### src/rtl/ifu_prefetch_pkg.sv
// Shared core constants for the instruction fetch path.
package ifu_prefetch_pkg;

  localparam int XLEN = 32;
  localparam int ILEN = 32;
  localparam logic [XLEN-1:0] RESET_VECTOR_DEF = '0;

endpackage

### src/rtl/ifu_prefetch_sync_fifo.sv
// Synchronous FIFO with flush; a push reaches the head one cycle later (no bypass).
// Push while full is accepted only with a simultaneous pop; pop while empty is ignored.
module ifu_prefetch_sync_fifo #(
  parameter  int DEPTH = 4,
  parameter  int WIDTH = 32,
  localparam int CW    = $clog2(DEPTH + 1)
) (
  input  logic             i_core_clk,
  input  logic             i_arst_n,
  input  logic             i_push,
  input  logic [WIDTH-1:0] i_push_dat,
  input  logic             i_pop,
  input  logic             i_flush,
  output logic [WIDTH-1:0] o_head_dat,
  output logic [CW-1:0]    o_count,
  output logic             o_empty,
  output logic             o_full
);

  localparam int PW = $clog2(DEPTH);

  logic [WIDTH-1:0] r_mem [DEPTH];
  logic [PW-1:0]    r_wr_ptr;
  logic [PW-1:0]    r_rd_ptr;
  logic [CW-1:0]    r_count;
  logic             w_push;
  logic             w_pop;

  assign o_empty    = (r_count == '0);
  assign o_full     = (r_count == CW'(DEPTH));
  assign o_count    = r_count;
  assign o_head_dat = r_mem[r_rd_ptr];

  assign w_pop  = i_pop & ~o_empty;
  assign w_push = i_push & (~o_full | w_pop);

  always_ff @(posedge i_core_clk or negedge i_arst_n) begin
    if (!i_arst_n) begin
      r_wr_ptr <= '0;
      r_rd_ptr <= '0;
      r_count  <= '0;
    end else if (i_flush) begin
      r_wr_ptr <= '0;
      r_rd_ptr <= '0;
      r_count  <= '0;
    end else begin
      if (w_push) r_wr_ptr <= r_wr_ptr + PW'(1);
      if (w_pop)  r_rd_ptr <= r_rd_ptr + PW'(1);
      r_count <= r_count + CW'(w_push) - CW'(w_pop);
    end
  end

  // Storage carries no reset; occupancy alone decides what is valid.
  always_ff @(posedge i_core_clk) begin
    if (w_push && !i_flush) r_mem[r_wr_ptr] <= i_push_dat;
  end

endmodule

### src/rtl/ifu_prefetch.sv
// Sequential instruction prefetcher: credit-limited requests, in-order responses queued for decode.
// Head data appears one cycle after its response; decode stalls via ir_ready_in, memory via credits.
module ifu_prefetch
  import ifu_prefetch_pkg::*;
#(
  parameter int                    ADDR_WIDTH   = XLEN,
  parameter int                    DATA_WIDTH   = ILEN,
  parameter int                    DEPTH        = 4,
  parameter int                    INC          = 4,
  parameter logic [ADDR_WIDTH-1:0] RESET_VECTOR = ADDR_WIDTH'(RESET_VECTOR_DEF)
) (
  input  logic                  ifu_clock_in,
  input  logic                  ifu_reset_in,
  input  logic                  branch_valid_in,
  input  logic [ADDR_WIDTH-1:0] branch_addr_in,
  input  logic                  jump_valid_in,
  input  logic [ADDR_WIDTH-1:0] jump_addr_in,
  output logic                  mem_req_valid_out,
  output logic [ADDR_WIDTH-1:0] mem_req_addr_out,
  input  logic                  mem_req_ready_in,
  input  logic                  mem_rsp_valid_in,
  input  logic [DATA_WIDTH-1:0] mem_rsp_data_in,
  output logic                  ir_valid_out,
  output logic [DATA_WIDTH-1:0] ir_data_out,
  output logic [ADDR_WIDTH-1:0] ir_pc_out,
  input  logic                  ir_ready_in
);

  localparam int CW = $clog2(DEPTH + 1);
  localparam logic [CW:0] DEPTH_C = (CW + 1)'(DEPTH);

  logic [ADDR_WIDTH-1:0] r_fetch_pc;
  logic [ADDR_WIDTH-1:0] r_head_pc;
  logic [CW-1:0]         r_outstanding;
  logic [CW-1:0]         r_drop_cnt;
  logic                  r_run;

  logic                  w_redirect;
  logic [ADDR_WIDTH-1:0] w_target;
  logic                  w_credit;
  logic                  w_req_fire;
  logic                  w_deq_fire;
  logic                  w_rsp_ok;
  logic                  w_rsp_drop;
  logic                  w_push;
  logic [CW-1:0]         w_count;
  logic [CW-1:0]         w_out_nxt;
  logic                  w_empty;
  logic                  w_full;

  assign w_redirect = branch_valid_in | jump_valid_in;
  assign w_target   = branch_valid_in ? branch_addr_in : jump_addr_in;

  // Every in-flight request owns a queue slot, so responses never need backpressure.
  assign w_credit          = ({1'b0, r_outstanding} + {1'b0, w_count}) < DEPTH_C;
  assign mem_req_valid_out = r_run & ~w_redirect & w_credit;
  assign mem_req_addr_out  = r_fetch_pc;
  assign w_req_fire        = mem_req_valid_out & mem_req_ready_in;

  assign ir_valid_out = ~w_empty;
  assign ir_pc_out    = r_head_pc;
  assign w_deq_fire   = ir_valid_out & ir_ready_in;

  assign w_rsp_ok   = mem_rsp_valid_in & (r_outstanding != '0);
  assign w_rsp_drop = (r_drop_cnt != '0) | w_redirect;
  assign w_push     = w_rsp_ok & ~w_rsp_drop;
  assign w_out_nxt  = r_outstanding + CW'(w_req_fire) - CW'(w_rsp_ok);

  ifu_prefetch_sync_fifo #(
    .DEPTH (DEPTH),
    .WIDTH (DATA_WIDTH)
  ) u_queue (
    .i_core_clk (ifu_clock_in),
    .i_arst_n   (ifu_reset_in),
    .i_push     (w_push),
    .i_push_dat (mem_rsp_data_in),
    .i_pop      (w_deq_fire),
    .i_flush    (w_redirect),
    .o_head_dat (ir_data_out),
    .o_count    (w_count),
    .o_empty    (w_empty),
    .o_full     (w_full)
  );

  always_ff @(posedge ifu_clock_in or negedge ifu_reset_in) begin
    if (!ifu_reset_in) begin
      r_fetch_pc    <= RESET_VECTOR;
      r_head_pc     <= RESET_VECTOR;
      r_outstanding <= '0;
      r_drop_cnt    <= '0;
      r_run         <= 1'b0;
    end else begin
      r_run         <= 1'b1;
      r_outstanding <= w_out_nxt;
      if (w_redirect) begin
        // Everything still in flight belongs to the abandoned stream.
        r_fetch_pc <= w_target;
        r_head_pc  <= w_target;
        r_drop_cnt <= w_out_nxt;
      end else begin
        if (w_req_fire) r_fetch_pc <= r_fetch_pc + ADDR_WIDTH'(INC);
        if (w_deq_fire) r_head_pc  <= r_head_pc + ADDR_WIDTH'(INC);
        if (w_rsp_ok && (r_drop_cnt != '0)) r_drop_cnt <= r_drop_cnt - CW'(1);
      end
    end
  end

  a_rsp_without_request: assert property (@(posedge ifu_clock_in) disable iff (!ifu_reset_in)
    !(mem_rsp_valid_in && (r_outstanding == '0)));

  a_queue_overflow: assert property (@(posedge ifu_clock_in) disable iff (!ifu_reset_in)
    !(w_push && w_full && !w_deq_fire));

endmodule

### config.mk
export PLATFORM = sky130hd
export DESIGN_NAME = ifu_prefetch
export DESIGN_NICKNAME = d
export VERILOG_FILES = /design/src/rtl/ifu_prefetch_pkg.sv /design/src/rtl/ifu_prefetch_sync_fifo.sv /design/src/rtl/ifu_prefetch.sv
export SDC_FILE = /design/constraint.sdc
export NUM_CORES = 1
export LEC_CHECK = 0
export ABC_AREA = 1
export CAP_MARGIN = 25
export CORE_AREA = 2 2 118 177
export DETAILED_ROUTE_END_ITERATION = 12
export DIE_AREA = 0 0 120 179
export GPL_TIMING_DRIVEN = 1
export PLACE_DENSITY_LB_ADDON = 0.05
export SETUP_SLACK_MARGIN = 0.5
export SLEW_MARGIN = 30
export SYNTH_ARGS = -nofsm -noshare
export SYNTH_HDL_FRONTEND = slang
export SYNTH_SLANG_ARGS = --single-unit
### constraint.sdc
create_clock -name ifu_clock_in -period 3.7 [get_ports ifu_clock_in]
set_input_delay 0.555 -clock ifu_clock_in [delete_from_list [all_inputs] [get_ports ifu_clock_in]]
set_output_delay 0.555 -clock ifu_clock_in [all_outputs]
set_load 0.005 [all_outputs]
# After elaboration in Yosys (flattened, before gate mapping)
# Memory sizes are Yosys's and may differ from the RTL's.
# Cells that the tools add are included.
[word_totals] regBits=78 latchBits=0 mem_bits_rw=128 mem_bits_ro=0 elab_cells=61 mem_count=1
[classes] addsub=10 n_mul=0 div=0 magnitude_cmp=1 eq_ne=1 n_shift=0 n_mux=14 bitwise=15 reduce_logical=11
[memory_table] memory="u_queue.r_mem" depth=4 word_bits=32 read_ports=1 rd_ports_with_merged_regs=0 write_ports=1 line_no="ifu_prefetch_sync_fifo.sv:22" source="logic [WIDTH-1:0] r_mem [DEPTH];"
[op_table] operator="32-bit two-way mux" n=5
[op_table] operator="32-bit by 3-bit adder with 32-bit output, second input constant" n=2
[op_table] operator="2-bit nonzero test" n=5
[op_table] operator="3-bit two-way mux" n=3
[op_table] operator="1-bit AND" n=8
[op_table] operator="2-bit two-way mux" n=4
[op_table] operator="3-bit by 1-bit adder with 3-bit output" n=2
[op_table] operator="3-bit nonzero test" n=2
[op_table] operator="3-bit by 1-bit subtractor with 3-bit output" n=2
[op_table] operator="2-bit by 1-bit adder with 2-bit output, second input constant" n=2
[op_table] operator="3-bit by 3-bit adder with 4-bit output" n=1
[op_table] operator="4-bit by 3-bit < comparator with 1-bit output, second input constant" n=1
[op_table] operator="1-bit NOT" n=4
[op_table] operator="3-bit equality test, second input constant" n=1
[op_table] operator="3-bit zero test" n=1
[op_table] operator="1-bit bitwise OR" n=3
[op_table] operator="3-bit by 1-bit subtractor with 3-bit output, second input constant" n=1
[op_table] operator="1-bit logical AND" n=2
[op_table] operator="1-bit two-way mux" n=2
[op_table] operator="1-bit zero test" n=1

# Longest topological paths before layout
# Gate-level depths: netlist (run 1).
[logic_depth] ltp_word=9 ltp_mapped=14 depth_no_buf=14

# Modules after synthesis
# From an unflattened synthesis (run 1), not the netlist that was laid out.
[unflattened] hier_cells=1202 hier_area_um2=10561.4
[by_module_without_submodules] module="ifu_prefetch" instances=1 cells_per_inst=830 area_each_um2=5281.3 seq_area_each_um2=1726.7
[by_module_without_submodules] module="ifu_prefetch_sync_fifo" instances=1 cells_per_inst=372 area_each_um2=5280.1 seq_area_each_um2=4018.9

# Least setup slack after synthesis (run 1)
# Ideal clock, no wire load.
[synth_timing] path_kind="input port to flip-flop" startpoint="in jump_valid_in" endpoint="mem u_queue.r_mem[0][0] (enable)" setup_ns=0.421 arrival_ns=2.655 required_ns=3.279 slack_ns=0.624 stages=6 path_buffers=1 cell_sequence="buf_4 -> nor2_8 -> nand4_1 -> nor2_1 -> inv_1 -> nor2_1"
[synth_between] elab_chain_cells=8 elab_cells_between_ends=9 classes_between="mux (2); bitwise (5); reduce/logical (2)"
[synth_rtl] item="start, declared" line_no="ifu_prefetch.sv:16" source="input logic jump_valid_in,"
[synth_rtl] item="1-bit bitwise OR (*)" line_no="ifu_prefetch.sv:51" source="assign w_redirect = branch_valid_in | jump_valid_in;"
[synth_rtl] item="1-bit bitwise OR" line_no="ifu_prefetch.sv:65" source="assign w_rsp_drop = (r_drop_cnt != '0) | w_redirect;"
[synth_rtl] item="1-bit NOT" line_no="ifu_prefetch.sv:66" source="assign w_push = w_rsp_ok & ~w_rsp_drop;"
[synth_rtl] item="1-bit AND" line_no="ifu_prefetch.sv:66"
[synth_rtl] item="1-bit AND" line_no="ifu_prefetch_sync_fifo.sv:35" source="assign w_push = i_push & (~o_full | w_pop);"
[synth_rtl] item="1-bit logical AND (*)" line_no="ifu_prefetch_sync_fifo.sv:55" source="if (w_push && !i_flush) r_mem[r_wr_ptr] <= i_push_dat;"
[synth_rtl] item="1-bit two-way mux (*)" line_no="ifu_prefetch_sync_fifo.sv:55"
[synth_rtl] item="1-bit two-way mux (not written as such) (*)" line_no="ifu_prefetch_sync_fifo.sv:55"
[synth_rtl] item="end, declared" line_no="ifu_prefetch_sync_fifo.sv:22"
# Every way passes the cells marked *; elsewhere a longest branch is shown, timed or not.

# Final worst setup path (run 1)
[layout_timing] startpoint="reg u_queue.r_rd_ptr[0]" endpoint="out ir_data_out[25]"
[layout_between] elab_chain_cells=1
[layout_rtl] item="start, declared" line_no="ifu_prefetch_sync_fifo.sv:24" source="logic [PW-1:0] r_rd_ptr;"
[layout_rtl] item="start signal, assigned" line_no="ifu_prefetch_sync_fifo.sv:48" source="if (w_pop) r_rd_ptr <= r_rd_ptr + PW'(1);"
[layout_rtl] item="memory read 4 x 32 bit"
[layout_rtl] item="end, declared" line_no="ifu_prefetch.sv:24" source="output logic [DATA_WIDTH-1:0] ir_data_out,"
# No other way between the ends.

==> results.md, run 1 <==
* WL per Instance at 17.0 µm
* Post-DP Area at 12500 µm²
* Final #Nets at 1501
* Hold Vio Cnt, Final at 0
* Max_cap viols at 0
* Synth Instances at 1190
* Residual DRC at 0
* I/O pins at 201
* Worst Setup End Kind: output port
* Startpoint types: flop
* Post-DRT Antenna Nets at 0
* Pin slew with the least headroom to its limit at 0.786 ns
* Initial Util at 0.508
* Worst path cell trace: clkinv_2 > buf_4 > o21ai_0 > o22ai_1 > clkdlybuf4s50_1
* Final Cell Area at 13300 µm²
* Layout Area Growth over Synthesis at 30.1%
* Drt total wl at 28.2 mm
* Worst slack, placed at 0.239 ns
* Post-synthesis register bit count at 204
* RR Endpoint: r_drop_cnt[2]
* H-tree depth at 1
* Power Density at 455 nW/µm²
* Die extent in y at 179 µm
* Library cells used by synthesis at 38
* YS warnings at 0
* Ant diodes at 0
* Clock latency at the later pin of the worst-skew pair at 0.50 ns
* R2R Setup Slk at 0.95 ns
* Final setup violation count at 0
* Reg-to-reg startpoint: u_queue.o_count[2]
* First-pass DRT Iterations at 5
* Overall global routing resource usage at 0.259
* RSZ-0062 raised after global routing: no
* Final hold slack at 0.125 ns
* CTS buffer count at 21
* Top Metal Used: met4
* Detail Route met2 WL at 15.0 mm
* Vias per Instance at 5.38
* Period minus WS final at 3.00 ns
* Post-Syn Area at 10200 µm²
* Slowest-stage cell, CP: clkdlybuf4s50_1
* PortBufs at 200
* VDD IR max at 0.413 mV
* DRT iter0 DRCs at 722
* Met3 WL post-DR at 1.62 mm
* Setup CP Type: flop to output port
* Hpwl dp at 19.7 mm
* Vias in the first global route at 8533
* Hold Path Class: primary input to async pin
* Top cell type's share of synthesized area at 0.376
* Die Area at 21500 µm²
* LEAKAGE at 5.23 nW
* Pwr Total at 6.05 mW
* Via count at 8918
* Sequential-to-total area share from yosys stat at 0.562
* Post-route clock period utilization at 0.810
* Clock slew seen by the registers of the worst setup and hold paths at 0.06 ns
* Die X at 120 µm
* Synth Area per Inst at 8.59 µm²
* Fin worst setup slack at 0.703 ns
* Max FO, Critical Path at 35
* Root Driver: clkbuf_16
* Outcome: complete, no violations
* Total global routing overflow at 0
* CP arrival at 2.44 ns
* Worst clock skew at 0.0125 ns
* CTS Buffer Depth at 3
* Core area at 20100 µm²
* Main area contributors after synthesis: edfxtp_1 38%, dfrtp_1 19%, nor2_1 10%
* Worst Reg-to-Reg Cells at 14
* Rows at 64
* Max frequency at 334 MHz
* Slew headroom at 0.476
* Clock Sinks at 204
* CTS tree: done
* Met1 wire length at 10.6 mm
* RePlAce Congestion at 0.923
* CP Data Required Time at 3.14 ns
* Fin. max-slew vios at 0
* Largest net degree at the start of global routing at 90
* Antenna violations before repair at 0
* Setup TNS at 0 ns
* Syn nets at 1309
* First-pass GRT wire length at 43.7 mm
* Post-synth top area cell: edfxtp_1
* Crit-path max cell delay at 0.55 ns
* Share of cells above drive strength 1 at 0.0466
layout make-up:
class,count,area (µm²)
fill,1647,6810
clock buffer,21,526
sequential,204,5750
multi-input combinational,849,3940
clock inverter,15,218
tap,264,330
inverter,88,334
timing repair buffer,218,2200
what timing repair did:
action	4_1_cts	5_1_grt
resized for setup	0	1
setup endpoints to repair	0	1
hold buffers	0	0
buffers inserted	0	0
stage by stage:
stage	utilization	std cells
after global routing	0.661	1659
final	0.661	1659
after floorplan	-	1190
after global placement	0.623	1622
after CTS	0.660	1658
after detailed placement	0.623	1622
worst max path at each step:
stage | slack (ns) | cells after the start | to | start
floorplan | 0.62 | 6 | u_queue.r_mem[0][0] | jump_valid_in
global placement | 0.31 | 8 | ir_pc_out[10] | jump_valid_in
detailed placement | 0.24 | 8 | ir_pc_out[10] | jump_valid_in
CTS | 0.58 | 5 | ir_data_out[25] | u_queue.r_rd_ptr[0]
global route | 0.57 | 4 | ir_data_out[25] | u_queue.r_rd_ptr[0]
finish | 0.70 | 5 | ir_data_out[25] | u_queue.r_rd_ptr[0]
where the power goes:
group / switching, mW / leakage, nW / internal (mW)
sequential: 0.183 / 2.05 / 2.57
clock: 0.886 / 0.353 / 1.39
combinational: 0.517 / 2.83 / 0.500
total: 1.59 / 5.23 / 4.46
synthesized netlist by cell type (all sizes together):
| library cell | n |
|---|---|
| nor2 | 287 |
| nand2 | 223 |
| edfxtp | 128 |
| o21ai | 114 |
| inv | 86 |
| dfrtp | 76 |
| nand3 | 75 |
| a21oi | 63 |
| o22ai | 32 |
| clkbuf | 31 |
| buf | 18 |
| ha | 14 |
| a31oi | 8 |
| o211ai | 7 |
| nor3 | 6 |
| nand3b | 3 |
| nand4 | 3 |
| xor2 | 3 |
| and2 | 2 |
| clkinv | 2 |
| fa | 2 |
| a21boi | 1 |
| conb | 1 |
| o2111ai | 1 |
| o21bai | 1 |
| o31ai | 1 |
| or2 | 1 |
| xnor2 | 1 |
layer usage:
layer / up-vias / global-route usage
met5: - / 0
met1: 4175 / 0.300
met3: 61 / 0.0331
met4: 0 / 0.102
met2: 310 / 0.484
li1: 4372 / -
sequential cells by signal, summed over array words and instances, names as in the netlist:
name / flops
r_drop_cnt: 3
r_outstanding: 3
u_queue.o_count: 3
ir_pc_out: 31
u_queue.r_mem: 128
u_queue.r_wr_ptr: 2
u_queue.r_rd_ptr: 2
r_run: 1
mem_req_addr_out: 31
layout by cell type (no fill, tap or decap), types with 32 or more instances in the layout:
master           count
dfrtp_1             75
edfxtp_1           128
o22ai_1             32
a21oi_1             63
o21ai_0            110
nand3_1             75
nor2_1             281
inv_1               84
clkdlybuf4s50_1    199
nand2_1            221
kinds of logic (layout without fill, tap and decap cells):
group | after synthesis | count (layout) | share of synthesized area
AND/OR/NAND/NOR | 600 | 600 | 0.238
adder cells (fa/ha/maj) | 16 | 16 | 0.0211
AO/OA/AOI/OAI | 228 | 228 | 0.119
XOR/XNOR | 4 | 4 | 0.00343
flip-flops | 204 | 204 | 0.562
buffers and inverters | 137 | 342 | 0.0556
other | 1 | 1 | 0.000367
worst max-delay path: cells and delay by family (launching register included):
kind	cells	cell delay (ns)
AOI/OAI and AO/OA	2	0.32
buffers and inverters	3	1.22
DFF	1	0.42
Power figures use the tool's default switching activity.
==> run 2, diff against run 1 <==
Settings changed: CORE_AREA 2 2 118 177 to 2 2 124 186, DIE_AREA 0 0 120 179 to 0 0 126 188.
Clock period 3.7 ns to 2.5 ns, I/O delays scaled along.
==> run 2 against run 1 <==
Against the previous run:
- routed wire length grew 15%
- first-iteration DRC count shrank 11%
- register-to-register slack lost 0.95 ns
- design area grew 14%
- combinational power grew 87%
==> results.md, run 2 (synthesized netlist as in run 1, its figures left out) <==
* Die X at 126 µm (was 120 µm)
* Post-DRT Antenna Nets at 0 (unchanged)
* Startpoint types: flop (unchanged)
* CP Data Required Time at 2.88 ns (was 3.14 ns)
* Hold Path Class: primary input to async pin (unchanged)
* Hpwl dp at 20.9 mm (was 19.7 mm)
* Via count at 9470 (was 8918)
* Total global routing overflow at 0 (unchanged)
* First-pass GRT wire length at 48.4 mm (was 43.7 mm)
* CTS buffer count at 21 (unchanged)
* LEAKAGE at 6.09 nW (was 5.23 nW)
* Slew headroom at 0.586 (was 0.476)
* Max frequency at 400 MHz
* Setup CP Type: flop to flop (was flop to output port)
* Outcome: complete, no violations (unchanged)
* Post-route clock period utilization at 1.00
* Final #Nets at 1597 (was 1501)
* PortBufs at 200 (unchanged)
* Number of flip-flops in the largest register at 128 (unchanged)
* Die Area at 23700 µm² (was 21500 µm²)
* Vias in the first global route at 9160 (was 8533)
* Worst clock skew at 0.0108 ns (was 0.0125 ns)
* Largest net degree at the start of global routing at 46 (was 90)
* Rows at 67 (was 64)
* Fin worst setup slack at 0.000189 ns (was 0.703 ns)
* Post-DP Area at 13000 µm² (was 12500 µm²)
* Worst slack, placed at -0.205 ns (was 0.239 ns)
* Max_cap viols at 0 (unchanged)
* Residual DRC at 0 (unchanged)
* Die extent in y at 188 µm (was 179 µm)
* Antenna violations before repair at 0 (unchanged)
* Ant diodes at 0 (unchanged)
* CTS Buffer Depth at 3 (unchanged)
* Most common cell after layout, fill and taps aside: nor2_1 (unchanged)
* Share of cells above drive strength 1 at 0.206 (was 0.0466)
* DRT iter0 DRCs at 643 (was 722)
* WL per Instance at 18.4 µm (was 17.0 µm)
* Fin. max-slew vios at 0 (unchanged)
* CTS tree: done (unchanged)
* VDD IR max at 0.486 mV (was 0.413 mV)
* Hold Vio Cnt, Final at 0 (unchanged)
* First-pass DRT Iterations at 5 (unchanged)
* Max FO, Critical Path at 2 (was 35)
* Core area at 22100 µm² (was 20100 µm²)
* Drt total wl at 32.6 mm (was 28.2 mm)
* Initial Util at 0.462 (was 0.508)
* I/O pins at 201 (unchanged)
* Pin slew with the least headroom to its limit at 0.619 ns (was 0.786 ns)
* Final setup violation count at 0 (unchanged)
* Power Density at 607 nW/µm² (was 455 nW/µm²)
* Clock Sinks at 204 (unchanged)
* RePlAce Congestion at 0.919 (was 0.923)
* RSZ-0062 raised after global routing: yes (was no)
* Overall global routing resource usage at 0.258 (was 0.259)
* Clock latency at the later pin of the worst-skew pair at 0.50 ns (about the same)
* Clock slew seen by the registers of the worst setup and hold paths at 0.07 ns (was 0.06 ns)
* Period minus WS final at 2.50 ns
* Final Cell Area at 15100 µm² (was 13300 µm²)
* CP arrival at 2.88 ns (was 2.44 ns)
* Commonest non-fill, non-tap cells in the layout: 236 x nor2_1, 215 x nand2_1, 164 x clkdlybuf4s50_1 (was 281 x nor2_1, 221 x nand2_1, 199 x clkdlybuf4s50_1)
* Worst Setup End Kind: flop (was output port)
* Top reg by flops: u_queue.r_mem (unchanged)
* Layout Area Growth over Synthesis at 48.2% (was 30.1%)
* Root Driver: clkbuf_16 (unchanged)
* H-tree depth at 1 (unchanged)
* Vias per Instance at 5.35 (was 5.38)
[run 2: cell count changes in the layout (fill, tap and decap cells not counted), sizes merged]
cell           before  now
clkinvlp            3    5
inv                87   85
buf                19  137
clkbuf             21   34
bufinv              5    3
dlygate4sd3         0    1
dlymetal6s2s        0    2
clkdlybuf4s50     199  164
clkinv              8    9
[run 2: cell type report]
type	count	area [µm²]
fillers	1733	6990
clock inverters	14	163
flip-flops and latches	204	5750
clock buffers	24	537
well taps	276	345
multi-input cells	849	4510
repair buffers	314	3480
inverters	88	368
[run 2: what timing repair did]
| action | 4_1_cts | 5_1_grt |
|---|---|---|
| hold buffers | 1 | 0 |
| hold endpoints to repair | 33 | 0 |
| setup endpoints to repair | 168 | 216 |
| pin swaps | 13 | 66 |
| gates cloned | 10 | 9 |
| gates resized for setup | 157 | 220 |
| buffers inserted | 29 | 16 |
[run 2: worst max-delay path, cell delays in order (launching register included)]
cell and delay, ns:
dfrtp_1 0.39, ha_1 0.32, nor2_2 0.11, nand2_2 0.10, nor2_4 0.10, buf_6 0.10
nand2_4 0.05, ha_4 0.21, inv_2 0.06, ha_4 0.11, inv_2 0.03, fa_2 0.32
xor2_1 0.16, inv_1 0.09, o21ai_1 0.14, o21ai_1 0.08
[run 2: per-stage QoR]
| stage | hold WS (ns) | instances | TNS (ns) | utilization | power, mW |
|---|---|---|---|---|---|
| after floorplan | 0.0794 | 1190 | 0 | - | 4.85 |
| after global placement | 0.360 | 1666 | -19.85 | 0.585 | 5.70 |
| after detailed placement | 0.363 | 1666 | -23.55 | 0.585 | 5.72 |
| after CTS | 0.371 | 1744 | 0 | 0.644 | 9.03 |
| after global routing | 0.407 | 1769 | -0.281 | 0.684 | 9.60 |
| final | 0.366 | 1769 | 0 | 0.684 | 9.19 |
[run 2: routing by layer]
metal  vias to the layer above  share of wire  global-route usage
met5                         -              0                   0
met4                         0          0.032              0.0993
met3                        68          0.053              0.0351
met2                       327           0.55               0.493
met1                      4491           0.36               0.287
li1                       4584              -                   -
[run 2: worst paths after layout]
| kind | from | end | slack, ns | cells after the start |
|---|---|---|---|---|
| max reg2reg | r_outstanding[2] | r_drop_cnt[2] | 0.0002 | 15 |
| min | ifu_reset_in | mem_req_addr_out[3] | 0.37 | 2 |
| min in group ifu_clock_in | jump_addr_in[1] | mem_req_addr_out[1] | 0.43 | 3 |
| max | r_outstanding[2] | r_drop_cnt[2] | 0.0002 | 15 |
| min reg2reg | r_drop_cnt[1] | r_drop_cnt[1] | 0.55 | 2 |
| max in group asynchronous | ifu_reset_in | ir_pc_out[24] | 1.49 | 3 |
[run 2: report_power, final]
part	switching (mW)	internal, mW
Sequential	0.259	3.80
Combinational	0.909	1.00
Clock	1.34	1.87
==> run 3, diff against run 2 <==
--- a/config.mk
+++ b/config.mk
@@ -8,6 +8,7 @@
 export ABC_AREA = 1
+export ABC_CLOCK_PERIOD_IN_PS = 2500
 export CAP_MARGIN = 25
-export CORE_AREA = 2 2 124 186
+export CORE_AREA = 2 2 168 137
 export DETAILED_ROUTE_END_ITERATION = 12
-export DIE_AREA = 0 0 126 188
+export DIE_AREA = 0 0 170 139
 export GPL_TIMING_DRIVEN = 1
==> constraint.sdc (replaced) <==
create_clock -name ifu_clock_in -period 2.5 [get_ports ifu_clock_in]
set_input_delay 0.625 -clock ifu_clock_in [delete_from_list [all_inputs] [get_ports ifu_clock_in]]
set_output_delay 0.625 -clock ifu_clock_in [all_outputs]
set_load 0.005 [all_outputs]
==> run 3 against run 2 <==
Against the previous run:
- maximum frequency grew 0.53%
- clock-buffer cell count grew 1
- critical endpoint is now r_drop_cnt[1]
- clock skew grew 0.0059 ns
- die area shrank 0.24%
- via count grew 4.1%
- clock power grew 13%
- highest routed layer unchanged
- sequential share of layout area shrank 1.6 points
- core utilization grew 3.6 points
- hold slack lost 0.28 ns
- critical path type unchanged
==> results.md, run 3 (synthesized netlist as in run 1, its figures left out) <==
* Sequential share of power at 0.411 (was 0.442)
* Fin worst setup slack at 0.0135 ns (was 0.000189 ns)
* Pin slew with the least headroom to its limit at 0.503 ns (was 0.619 ns)
* Max FO, Critical Path at 2 (unchanged)
* Top reg by flops: u_queue.r_mem (unchanged)
* Hold Vio Cnt, Final at 0 (unchanged)
* Overall global routing resource usage at 0.274 (was 0.258)
* Post-DRT Antenna Nets at 0 (unchanged)
* Power Density at 610 nW/µm² (was 607 nW/µm²)
* Slowest-stage cell, CP: fa_2 (was dfrtp_1)
* Slew headroom at 0.665 (was 0.586)
* PortBufs at 200 (unchanged)
* Pint at 7.12 mW (was 6.68 mW)
* Most common cell after layout, fill and taps aside: nor2_1 (unchanged)
* I/O pins at 201 (unchanged)
* CTS Hold Bufs at 0 (was 1)
* CP Data Required Time at 2.89 ns (was 2.88 ns)
* Number of buffers and inverters on the critical path at 4 (unchanged)
* Period minus WS final at 2.49 ns (was 2.50 ns)
* Die X at 170 µm (was 126 µm)
* Vias in the first global route at 9075 (was 9160)
* Layout Area Growth over Synthesis at 55.6% (was 48.2%)
* Startpoint types: flop (unchanged)
* CP delay by family, top: adder cells (unchanged)
* Clock latency at the later pin of the worst-skew pair at 0.51 ns (was 0.50 ns)
* Comb pwr share at 0.216 (was 0.208)
* Worst Setup End Kind: flop (unchanged)
* First-pass DRT Iterations at 5 (unchanged)
* Worst slack, placed at -0.452 ns (was -0.205 ns)
* Hpwl dp at 21.5 mm (was 20.9 mm)
* LEAKAGE at 6.60 nW (was 6.09 nW)
* Worst clock skew at 0.0168 ns (was 0.0108 ns)
* Residual DRC at 0 (unchanged)
* Number of flip-flops in the largest register at 128 (unchanged)
* Core area at 22100 µm² (about the same)
* Crit path top cell by count: inv_2
* DRT iter0 DRCs at 987 (was 643)
* Reg-to-reg startpoint: u_queue.o_count[2] (was r_outstanding[2])
* Outcome: complete, no violations (unchanged)
* WL per Instance at 18.7 µm (was 18.4 µm)
* Setup CP Type: flop to flop (unchanged)
* FILL cells at 1692 (was 1733)
* Worst path cell trace: ha_1 > nor2_1 > nand2_1 > nor2_4 > buf_6 > nand2_4 > ha_4 > inv_2 > ha_4 > inv_2 > fa_2 > inv_2 > o211ai_1 > o21ai_1 (was ha_1 > nor2_2 > nand2_2 > nor2_4 > buf_6 > nand2_4 > ha_4 > inv_2 > ha_4 > inv_2 > fa_2 > xor2_1 > inv_1 > o21ai_1 > o21ai_1)
* CP arrival at 2.87 ns (was 2.88 ns)
* Final setup violation count at 0 (unchanged)
* Clock power share at 0.373 (was 0.350)
* Largest net degree at the start of global routing at 43 (was 46)
* Drt total wl at 34.7 mm (was 32.6 mm)
* Antenna violations before repair at 2 (was 0)
* First-pass GRT wire length at 50.0 mm (was 48.4 mm)
* Psw at 2.57 mW (was 2.51 mW)
* Root Driver: clkbuf_16 (unchanged)
* Max_cap viols at 0 (unchanged)
* Vias per Instance at 5.30 (was 5.35)
* H-tree depth at 1 (unchanged)
* Rows at 49 (was 67)
* CTS Buffer Depth at 3 (unchanged)
* Placed Cells at 1701 (was 1666)
* Clock Sinks at 204 (unchanged)
* Finished Layout Cells at 1859 (was 1769)
* Fin. max-slew vios at 0 (unchanged)
* Hold Path Class: primary input to async pin (unchanged)
* Die Area at 23600 µm² (was 23700 µm²)
* Final hold slack at 0.0889 ns (was 0.366 ns)
* Max frequency at 402 MHz (was 400 MHz)
* Crit-path max cell delay at 0.51 ns (was 0.39 ns)
* Die extent in y at 139 µm (was 188 µm)
* Via count at 9856 (was 9470)
* Final #Nets at 1683 (was 1597)
* Net Sw Frac at 0.265 (was 0.273)
* Clock slew seen by the registers of the worst setup and hold paths at 0.06 ns (was 0.07 ns)
* CTS tree: done (unchanged)
* Share of cells above drive strength 1 at 0.289 (was 0.206)
* Pwr Total at 9.70 mW (was 9.19 mW)
* Post-route clock period utilization at 0.995 (was 1.00)
* Worst setup path startpoint: u_queue.o_count[2] (was r_outstanding[2])
* RePlAce Congestion at 0.911 (was 0.919)
* Total global routing overflow at 0 (unchanged)
* Commonest non-fill, non-tap cells in the layout: 225 x nor2_1, 216 x nand2_1, 128 x edfxtp_1 (was 236 x nor2_1, 215 x nand2_1, 164 x clkdlybuf4s50_1)
* Initial Util at 0.463 (was 0.462)
* VDD IR max at 0.630 mV (was 0.486 mV)
* RSZ-0062 raised after global routing: yes (unchanged)
* CTS buffer count at 23 (was 21)
run 3: cell types whose count changed in the layout (fill, tap and decap cells not counted), sizes merged:
| cell | delta |
|---|---|
| dlygate4sd3 | -1 |
| dlymetal6s2s | +3 |
| clkdlybuf4s50 | -53 |
| bufinv | +3 |
| dlygate4sd2 | +49 |
| clkinvlp | -4 |
| diode | +2 |
| clkinv | +1 |
| clkbuf | +1 |
| buf | +85 |
run 3: layer usage:
layer	routed length, µm	share of wire	vias up	global-route usage
li1	-	-	4751	-
met1	15800	0.46	4656	0.409
met2	15300	0.44	402	0.410
met3	2970	0.086	47	0.0568
met4	621	0.018	0	0.0652
met5	0	0	-	0
run 3: worst reg2reg max path, stage by stage (launching register included):
cell and delay, ns:
dfrtp_1 0.40, ha_1 0.30, nor2_1 0.10, nand2_1 0.11, nor2_4 0.12, buf_6 0.11, nand2_4 0.05, ha_4 0.21
inv_2 0.06, ha_4 0.11, inv_2 0.03, fa_2 0.51, inv_2 0.04, o211ai_1 0.14, o21ai_1 0.09
run 3: final timing paths:
path,cells after the start,end,slack [ns]
max,14,r_drop_cnt[1],0.01
min,1,ir_pc_out[12],0.09
max reg2reg,14,r_drop_cnt[1],0.01
min reg2reg,2,r_drop_cnt[1],0.56
max in group asynchronous,2,mem_req_addr_out[23],1.76
min in group ifu_clock_in,2,r_drop_cnt[1],0.56
run 3: layout make-up:
| cell class | count | area [µm²] | area share |
|---|---|---|---|
| flip-flops and latches | 204 | 5780 | 0.364 |
| inverters | 88 | 358 | 0.0225 |
| well taps | 280 | 350 | 0.0220 |
| clock buffers | 25 | 583 | 0.0367 |
| repair buffers | 397 | 3960 | 0.249 |
| diodes | 2 | 5.00 | 0.000315 |
| multi-input cells | 849 | 4620 | 0.291 |
| repair inverters | 1 | 16.3 | 0.00102 |
| clock inverters | 13 | 214 | 0.0135 |
run 3: timing repair:
item	in CTS	in global routing
setup buffers	85	16
pin swaps	29	44
gates resized for setup	344	184
endpoints found under the setup margin	286	228
gates cloned	6	11
run 3: stage by stage:
stage | area, µm² | utilization | setup TNS (ns)
floorplan | 10300 | - | -0.165
global placement | 13200 | 0.598 | -22.33
detailed placement | 13200 | 0.598 | -26.23
CTS | 14900 | 0.675 | 0
global route | 15900 | 0.720 | -0.276
finish | 15900 | 0.720 | 0
run 3: power groups by stage:
stage	Sequential (mW)	Combinational (mW)	Clock [mW]
floorplan	4.07	0.783	0
global placement	4.15	1.62	0
detailed placement	4.15	1.64	0
CTS	3.97	1.95	3.66
global route	4.01	2.30	3.80
finish	3.99	2.09	3.62
